[config.mk]
export PLATFORM = sky130hd
export DESIGN_NAME = score_keeper_flat
export DESIGN_NICKNAME = d
export VERILOG_FILES = /design/src/rtl/score_keeper_if.sv /design/src/rtl/score_keeper.sv /design/src/flat_wrapper.sv
export SDC_FILE = /design/constraint.sdc
export NUM_CORES = 1
export LEC_CHECK = 0
export ABC_AREA = 1
export BUFFER_PORTS_ARGS = -buffer_cell sky130_fd_sc_hd__buf_2
export CORE_ASPECT_RATIO = 0.8
export CORE_MARGIN = 4
export CORE_UTILIZATION = 30
export CTS_CLUSTER_DIAMETER = 50
export DETAILED_ROUTE_END_ITERATION = 7
export GPL_TIMING_DRIVEN = 0
export SYNTH_ARGS = -nofsm -noshare
export SYNTH_HDL_FRONTEND = slang
export SYNTH_SLANG_ARGS = --single-unit
[constraint.sdc]
create_clock -name clk -period 3.05 [get_ports clk]
set_clock_uncertainty 0.05 [all_clocks]
set_input_delay 0 -clock clk [delete_from_list [all_inputs] [get_ports clk]]
set_output_delay 0 -clock clk [all_outputs]
set_load 0.01 [all_outputs]
[src/rtl/score_keeper_if.sv]
// score_keeper_if: button/miss/timer inputs and score/state outputs of score_keeper.
interface score_keeper_if;
   logic       start_i;
   logic       miss1_i;
   logic       miss2_i;
   logic       time_up_i;
   logic       stop_o;
   logic [3:0] score1_o;
   logic [3:0] score2_o;
   logic [1:0] game_state_o;
   logic [1:0] winner_o;
   modport slave (
      input  start_i, miss1_i, miss2_i, time_up_i,
      output stop_o, score1_o, score2_o, game_state_o, winner_o
   );
   modport master (
      output start_i, miss1_i, miss2_i, time_up_i,
      input  stop_o, score1_o, score2_o, game_state_o, winner_o
   );
endinterface

[src/rtl/score_keeper.sv]
// score_keeper: pong game FSM with saturating scores, serve/game-over hold timer and winner flag.
// Defining SCORE_WIN_EN ends a game as soon as a player reaches WIN_SCORE.
module score_keeper #(
   parameter int SERVE_CYCLES = 100000000,
   parameter int WIN_SCORE    = 7
) (
   input logic          clk,
   input logic          rst_n,
   score_keeper_if.slave bus
);
   localparam int CW = (SERVE_CYCLES > 1) ? $clog2(SERVE_CYCLES) : 1;
   localparam logic [CW-1:0] LOAD = CW'(SERVE_CYCLES - 1);
   localparam logic [3:0] WIN = 4'(WIN_SCORE);
`ifdef SCORE_WIN_EN
   localparam bit WIN_EN = 1'b1;
`else
   localparam bit WIN_EN = 1'b0;
`endif

   typedef enum logic [1:0] {IDLE = 2'd0, PLAY = 2'd1, SERVE = 2'd2, OVER = 2'd3} state_t;

   state_t        state_q, state_d;
   logic [3:0]    s1_q, s1_d, s2_q, s2_d;
   logic [1:0]    win_q, win_d;
   logic [CW-1:0] cnt_q, cnt_d;
   logic          m1_q, m2_q, stop_q;
   logic          e1, e2, hit1, hit2, won, entry;

   always_comb begin
      e1      = bus.miss1_i & ~m1_q;
      e2      = bus.miss2_i & ~m2_q;
      hit1    = e2 & ~e1;
      hit2    = e1 & ~e2;
      state_d = state_q;
      s1_d    = s1_q;
      s2_d    = s2_q;
      won     = 1'b0;
      case (state_q)
         IDLE: if (bus.start_i) begin
            state_d = PLAY;
            s1_d    = '0;
            s2_d    = '0;
         end
         PLAY: begin
            if (hit1 && s1_q != 4'd9) s1_d = s1_q + 4'd1;
            if (hit2 && s2_q != 4'd9) s2_d = s2_q + 4'd1;
            won     = WIN_EN && ((s1_d != s1_q && s1_d == WIN) || (s2_d != s2_q && s2_d == WIN));
            state_d = (bus.time_up_i || won) ? OVER : (e1 || e2) ? SERVE : PLAY;
         end
         SERVE: state_d = bus.time_up_i ? OVER : (cnt_q == '0 && bus.start_i) ? PLAY : SERVE;
         default: state_d = (cnt_q == '0) ? IDLE : OVER;
      endcase
      entry = (state_d != state_q) && (state_d == SERVE || state_d == OVER);
      cnt_d = entry ? LOAD : (cnt_q != '0) ? cnt_q - CW'(1) : cnt_q;
      // {p2 >= p1, p1 >= p2} yields 01 / 10 / 11 for p1 win / p2 win / tie
      win_d = (state_d != OVER) ? 2'b00 : (state_q == OVER) ? win_q : {s2_d >= s1_d, s1_d >= s2_d};
   end

   always_ff @(posedge clk or negedge rst_n) begin
      if (!rst_n) begin
         state_q <= IDLE;
         s1_q    <= '0;
         s2_q    <= '0;
         win_q   <= '0;
         cnt_q   <= '0;
         m1_q    <= 1'b0;
         m2_q    <= 1'b0;
         stop_q  <= 1'b1;
      end else begin
         state_q <= state_d;
         s1_q    <= s1_d;
         s2_q    <= s2_d;
         win_q   <= win_d;
         cnt_q   <= cnt_d;
         m1_q    <= bus.miss1_i;
         m2_q    <= bus.miss2_i;
         stop_q  <= state_d != PLAY;
      end
   end

   assign bus.stop_o       = stop_q;
   assign bus.score1_o     = s1_q;
   assign bus.score2_o     = s2_q;
   assign bus.game_state_o = state_q;
   assign bus.winner_o     = win_q;
endmodule

[src/flat_wrapper.sv]
// flat-port wrapper written by rule: the top's interface ports become plain ports
module score_keeper_flat 
#(
   parameter int SERVE_CYCLES = 100000000,
   parameter int WIN_SCORE    = 7
)
  (clk, rst_n, bus_start_i, bus_miss1_i, bus_miss2_i, bus_time_up_i, bus_stop_o, bus_score1_o, bus_score2_o, bus_game_state_o, bus_winner_o);
  score_keeper_if bus_i ();
  input logic clk;
  input logic rst_n;
  input wire logic [$bits(bus_i.start_i)-1:0] bus_start_i;
  input wire logic [$bits(bus_i.miss1_i)-1:0] bus_miss1_i;
  input wire logic [$bits(bus_i.miss2_i)-1:0] bus_miss2_i;
  input wire logic [$bits(bus_i.time_up_i)-1:0] bus_time_up_i;
  output wire logic [$bits(bus_i.stop_o)-1:0] bus_stop_o;
  output wire logic [$bits(bus_i.score1_o)-1:0] bus_score1_o;
  output wire logic [$bits(bus_i.score2_o)-1:0] bus_score2_o;
  output wire logic [$bits(bus_i.game_state_o)-1:0] bus_game_state_o;
  output wire logic [$bits(bus_i.winner_o)-1:0] bus_winner_o;
  assign bus_i.start_i = bus_start_i;
  assign bus_i.miss1_i = bus_miss1_i;
  assign bus_i.miss2_i = bus_miss2_i;
  assign bus_i.time_up_i = bus_time_up_i;
  assign bus_stop_o = bus_i.stop_o;
  assign bus_score1_o = bus_i.score1_o;
  assign bus_score2_o = bus_i.score2_o;
  assign bus_game_state_o = bus_i.game_state_o;
  assign bus_winner_o = bus_i.winner_o;
  score_keeper #(.SERVE_CYCLES(SERVE_CYCLES), .WIN_SCORE(WIN_SCORE)) u_core (.clk(clk), .rst_n(rst_n), .bus(bus_i));
endmodule
==> impl_metrics.csv <==
group,metric,value,unit
outcome,status,"finished, final reports clean",
floorplan,fp-row-count,29,
synth,synth-simple-area-share,30.3,%
layout,post-route-util,36.0,%
flow_run,maxCapViolCount,0,
placed_design,placed_area,0.00277,sq mm
layout,antenna_cells,0,
floorplan,die_area,0.0100,sq mm
cts,clock-root-buffer,"clkbuf_8",
cts,cts_resized,0,
cts,cts_tree,"built",
cts,numClockSinks,42,
layout,drive_above_1_share,11.4,%
synth,synth_edf_count,0,
timing,fmax,386,MHz
critical_path,required,3.18,ns
route,vias,2138,
synth,synth_top_family_by_area,"simple AND/OR/NAND/NOR gates",
synth,synth_cell_types,26,
route,drt_pass1_iterations,4,
synth,synth-async-reset-ratio,100,%
placed_design,gp_congestion,0.853,
timing,rsz0062_at_grt,"false",
synth,yosys.area_share.adder,4.92,%
synth,syn_area,0.00254,sq mm
floorplan,ios,19,
critical_path,reg2reg_depth,14,
min_path,holdPathStages,4,
synth,synth-compound-area-share,7.13,%
timing,slew_violations,0,
route,drc,0,
synth,avgSynthCellArea,7.53,sq um
timing,finalSetupTns,0,ns
global_routing,grt_max_degree,43,
layout,syn2layout_area_growth,14.4,%
floorplan,die_x,111,um
critical_path,arrival,2.72,ns
synth,synth_xor_xnor_area_share,6.54,%
timing,fin_crit_sh,85.0,%
synth,synthFlopType,"dfrtp_1",
power_and_ir_drop,leakage,0.00141,uW
synth,syn_nets,354,
cts,cts_max_level,2,
cts,cts_buffers,5,
timing,worst_slew_pin_slew,0.979,ns
power_and_ir_drop,peakVddDrop,0.000469,V
floorplan,core,0.00809,sq mm
floorplan,start_util,31.4,%
cts,clk_pin_slew,0.08,ns
layout,fillers,841,
timing,slew-limit-headroom,34.7,%
critical_path,cp-start-kind,"register",
timing,period_minus_slack,2.59,ns
floorplan,die_y,90.4,um
critical_path,path_max_fanout,8,
synth,ys_seq_area_share,41.4,%
route,wl_per_cell,11.9,um
critical_path,r2r-start,"u_core.bus.game_state_o[0]",
timing,finalHoldViolations,0,
min_path,holdCritStartpoint,"bus_start_i",
timing,setup_viol,0,
cts,clock_latency,0.30,ns
critical_path,end_kind,"register",
layout,nets,382,
cts,cts_buffer_depth,2,
global_routing,grt_pass1_vias,2042,
critical_path,regToRegSetupSlack,0.46,ns
synth,ys_ff_latch,42,
global_routing,grt_usage,11.9,%
layout,final_area,0.00291,sq mm
synth,synthMuxAreaShare,0,%
placed_design,portBuffers,18,
synth,yosysWarnings,0,
critical_path,r2r_end,"u_core.bus.winner_o[1]",
synth,syn_inst,338,
route,routed_via_density,4.50,
timing,setup_ws,0.457,ns
critical_path,worstSetupPathType,"reg -> reg",
placed_design,pre_cts_ws,0.475,ns
placed_design,dp_hpwl,4.28,mm
global_routing,grt_overflow_total,0,
power_and_ir_drop,power_density,720,mW/mm^2
global_routing,antenna_found_initial,0,
global_routing,grt_pass1_wl,9.90,mm
min_path,min_to,"u_core.bus.score1_o[1]",
route,ant_nets,0,
route,wl,5.65,mm
min_path,hp-class,"in -> reg",
route,drtIter0Drc,128,
[cells in the mapped netlist (2+ instances only)]
cell       n  area (sq um)
nand2_1   81           304
inv_1     58           218
nor2_1    43           161
dfrtp_1   41          1030
nand3_1   18          90.1
o21ai_0   15          75.1
xor2_1    15           131
a21oi_1   12          60.1
nand4_1   11          68.8
ha_1      10           125
nor2_2     7          43.8
xnor2_1    4          35.0
nor3_1     3          15.0
nor4_1     3          18.8
buf_6      2          22.5
nand2_2    2          12.5
nand2_4    2          22.5
nand3b_1   2          15.0
o21bai_1   2          15.0
[worst max-delay path by stage]
stage	from	endpoint	slack [ns]	cells past startpoint
detailed placement	u_core.bus.game_state_o[0]	u_core.bus.winner_o[1]	0.47	14
finish	u_core.bus.game_state_o[0]	u_core.bus.winner_o[1]	0.46	14
floorplan	u_core.bus.game_state_o[0]	u_core.bus.winner_o[1]	0.82	14
global route	u_core.bus.game_state_o[0]	u_core.bus.winner_o[1]	0.15	14
CTS	u_core.bus.game_state_o[0]	u_core.bus.winner_o[1]	0.45	14
global placement	u_core.bus.game_state_o[0]	u_core.bus.winner_o[1]	0.53	14
[flip-flops by register name, indices dropped and copies added, names as in the netlist]
signal and flops:
u_core.bus.stop_o 1, u_core.bus.score1_o 4, u_core.m1_q 1, u_core.bus.game_state_o 2
u_core.cnt_q 27, u_core.bus.winner_o 2, u_core.bus.score2_o 4, u_core.m2_q 1
[through the flow]
| stage | hold slack, ns | total power, uW | std cells |
|---|---|---|---|
| 3_5_place_dp | 0.0737 | 1670 | 464 |
| 6_report | 0.00995 | 2100 | 475 |
| 5_1_grt | 0.0237 | 2300 | 475 |
| 3_3_place_gp | 0.0724 | 1650 | 464 |
| 4_1_cts | 0.00387 | 2120 | 475 |
| 2_1_floorplan | -0.346 | 1400 | 338 |
[power by group]
part           leakage [uW]  internal (uW)  switching, uW
clock network     0.0000514            245            202
registers          0.000467            663            101
logic              0.000889            321            564
total               0.00141           1230            867
[worst max-delay path, cell delays in order (launching register included)]
cell	delay, ns
dfrtp_1	0.47
inv_1	0.12
nor2_2	0.24
inv_1	0.13
nor2_1	0.23
inv_1	0.06
a21oi_1	0.24
inv_1	0.07
ha_1	0.29
inv_1	0.06
nor2_1	0.03
o211ai_1	0.14
nand2_1	0.08
o21ai_0	0.15
o21ai_0	0.11
[repair_timing]
action	4_1_cts	5_1_grt
buffers inserted	0	0
hold buffers	3	0
endpoints found under the hold margin	43	0
setup endpoints to repair	0	0
[kinds of logic (layout without fill, tap and decap cells)]
group	count (synthesis)	in the layout
buffers and inverters	61	90
XOR/XNOR	19	19
AO/OA/AOI/OAI	33	33
flip-flops	42	42
AND/OR/NAND/NOR	173	173
adder cells (fa/ha/maj)	10	10
[final cells by class]
cell class,count,area (sq um),area share (%)
buffer,2,22.5,0.774
inverter,59,226,7.78
tap,108,135,4.65
clock inverter,2,37.5,1.29
multi-input combinational,235,1240,42.7
clock buffer,6,72.6,2.49
sequential,42,1050,36.2
timing repair buffer,21,120,4.13
[layer usage]
layer / part of all wire, % / up-vias / global-route usage (%) / routed length (um)
li1: - / 1120 / - / -
met3: 3.1 / 2 / 1.41 / 175
met5: 0 / - / 0 / 0
met1: 54 / 982 / 17.7 / 3070
met4: 0.64 / 0 / 3.69 / 36
met2: 42 / 34 / 17.8 / 2370
[layout by cell type, fill, tap and decap left out]
master	netlist	final
inv_1	58	58
clkbuf_1	0	1
dlygate4sd3_1	0	3
xor2_1	15	15
nor4_1	3	3
ha_1	10	10
nand2_1	81	81
a21oi_1	12	12
clkbuf_8	0	5
dfrtp_1	41	41
nand2_4	2	2
clkinv_4	1	1
a31oi_1	1	1
clkinvlp_4	0	1
nor2_1	43	43
buf_6	2	2
nand4_1	11	11
nand2_2	2	2
o211ai_1	1	1
o32ai_1	1	1
xnor2_1	4	4
o21ai_0	15	15
nor3_1	3	3
bufinv_16	0	1
nand3b_1	2	2
dfstp_2	1	1
nand3_4	1	1
nor2_2	7	7
a21oi_2	1	1
o21bai_1	2	2
buf_2	0	18
nand3_1	18	18
Note: power is estimated with default switching activity, not from simulation.
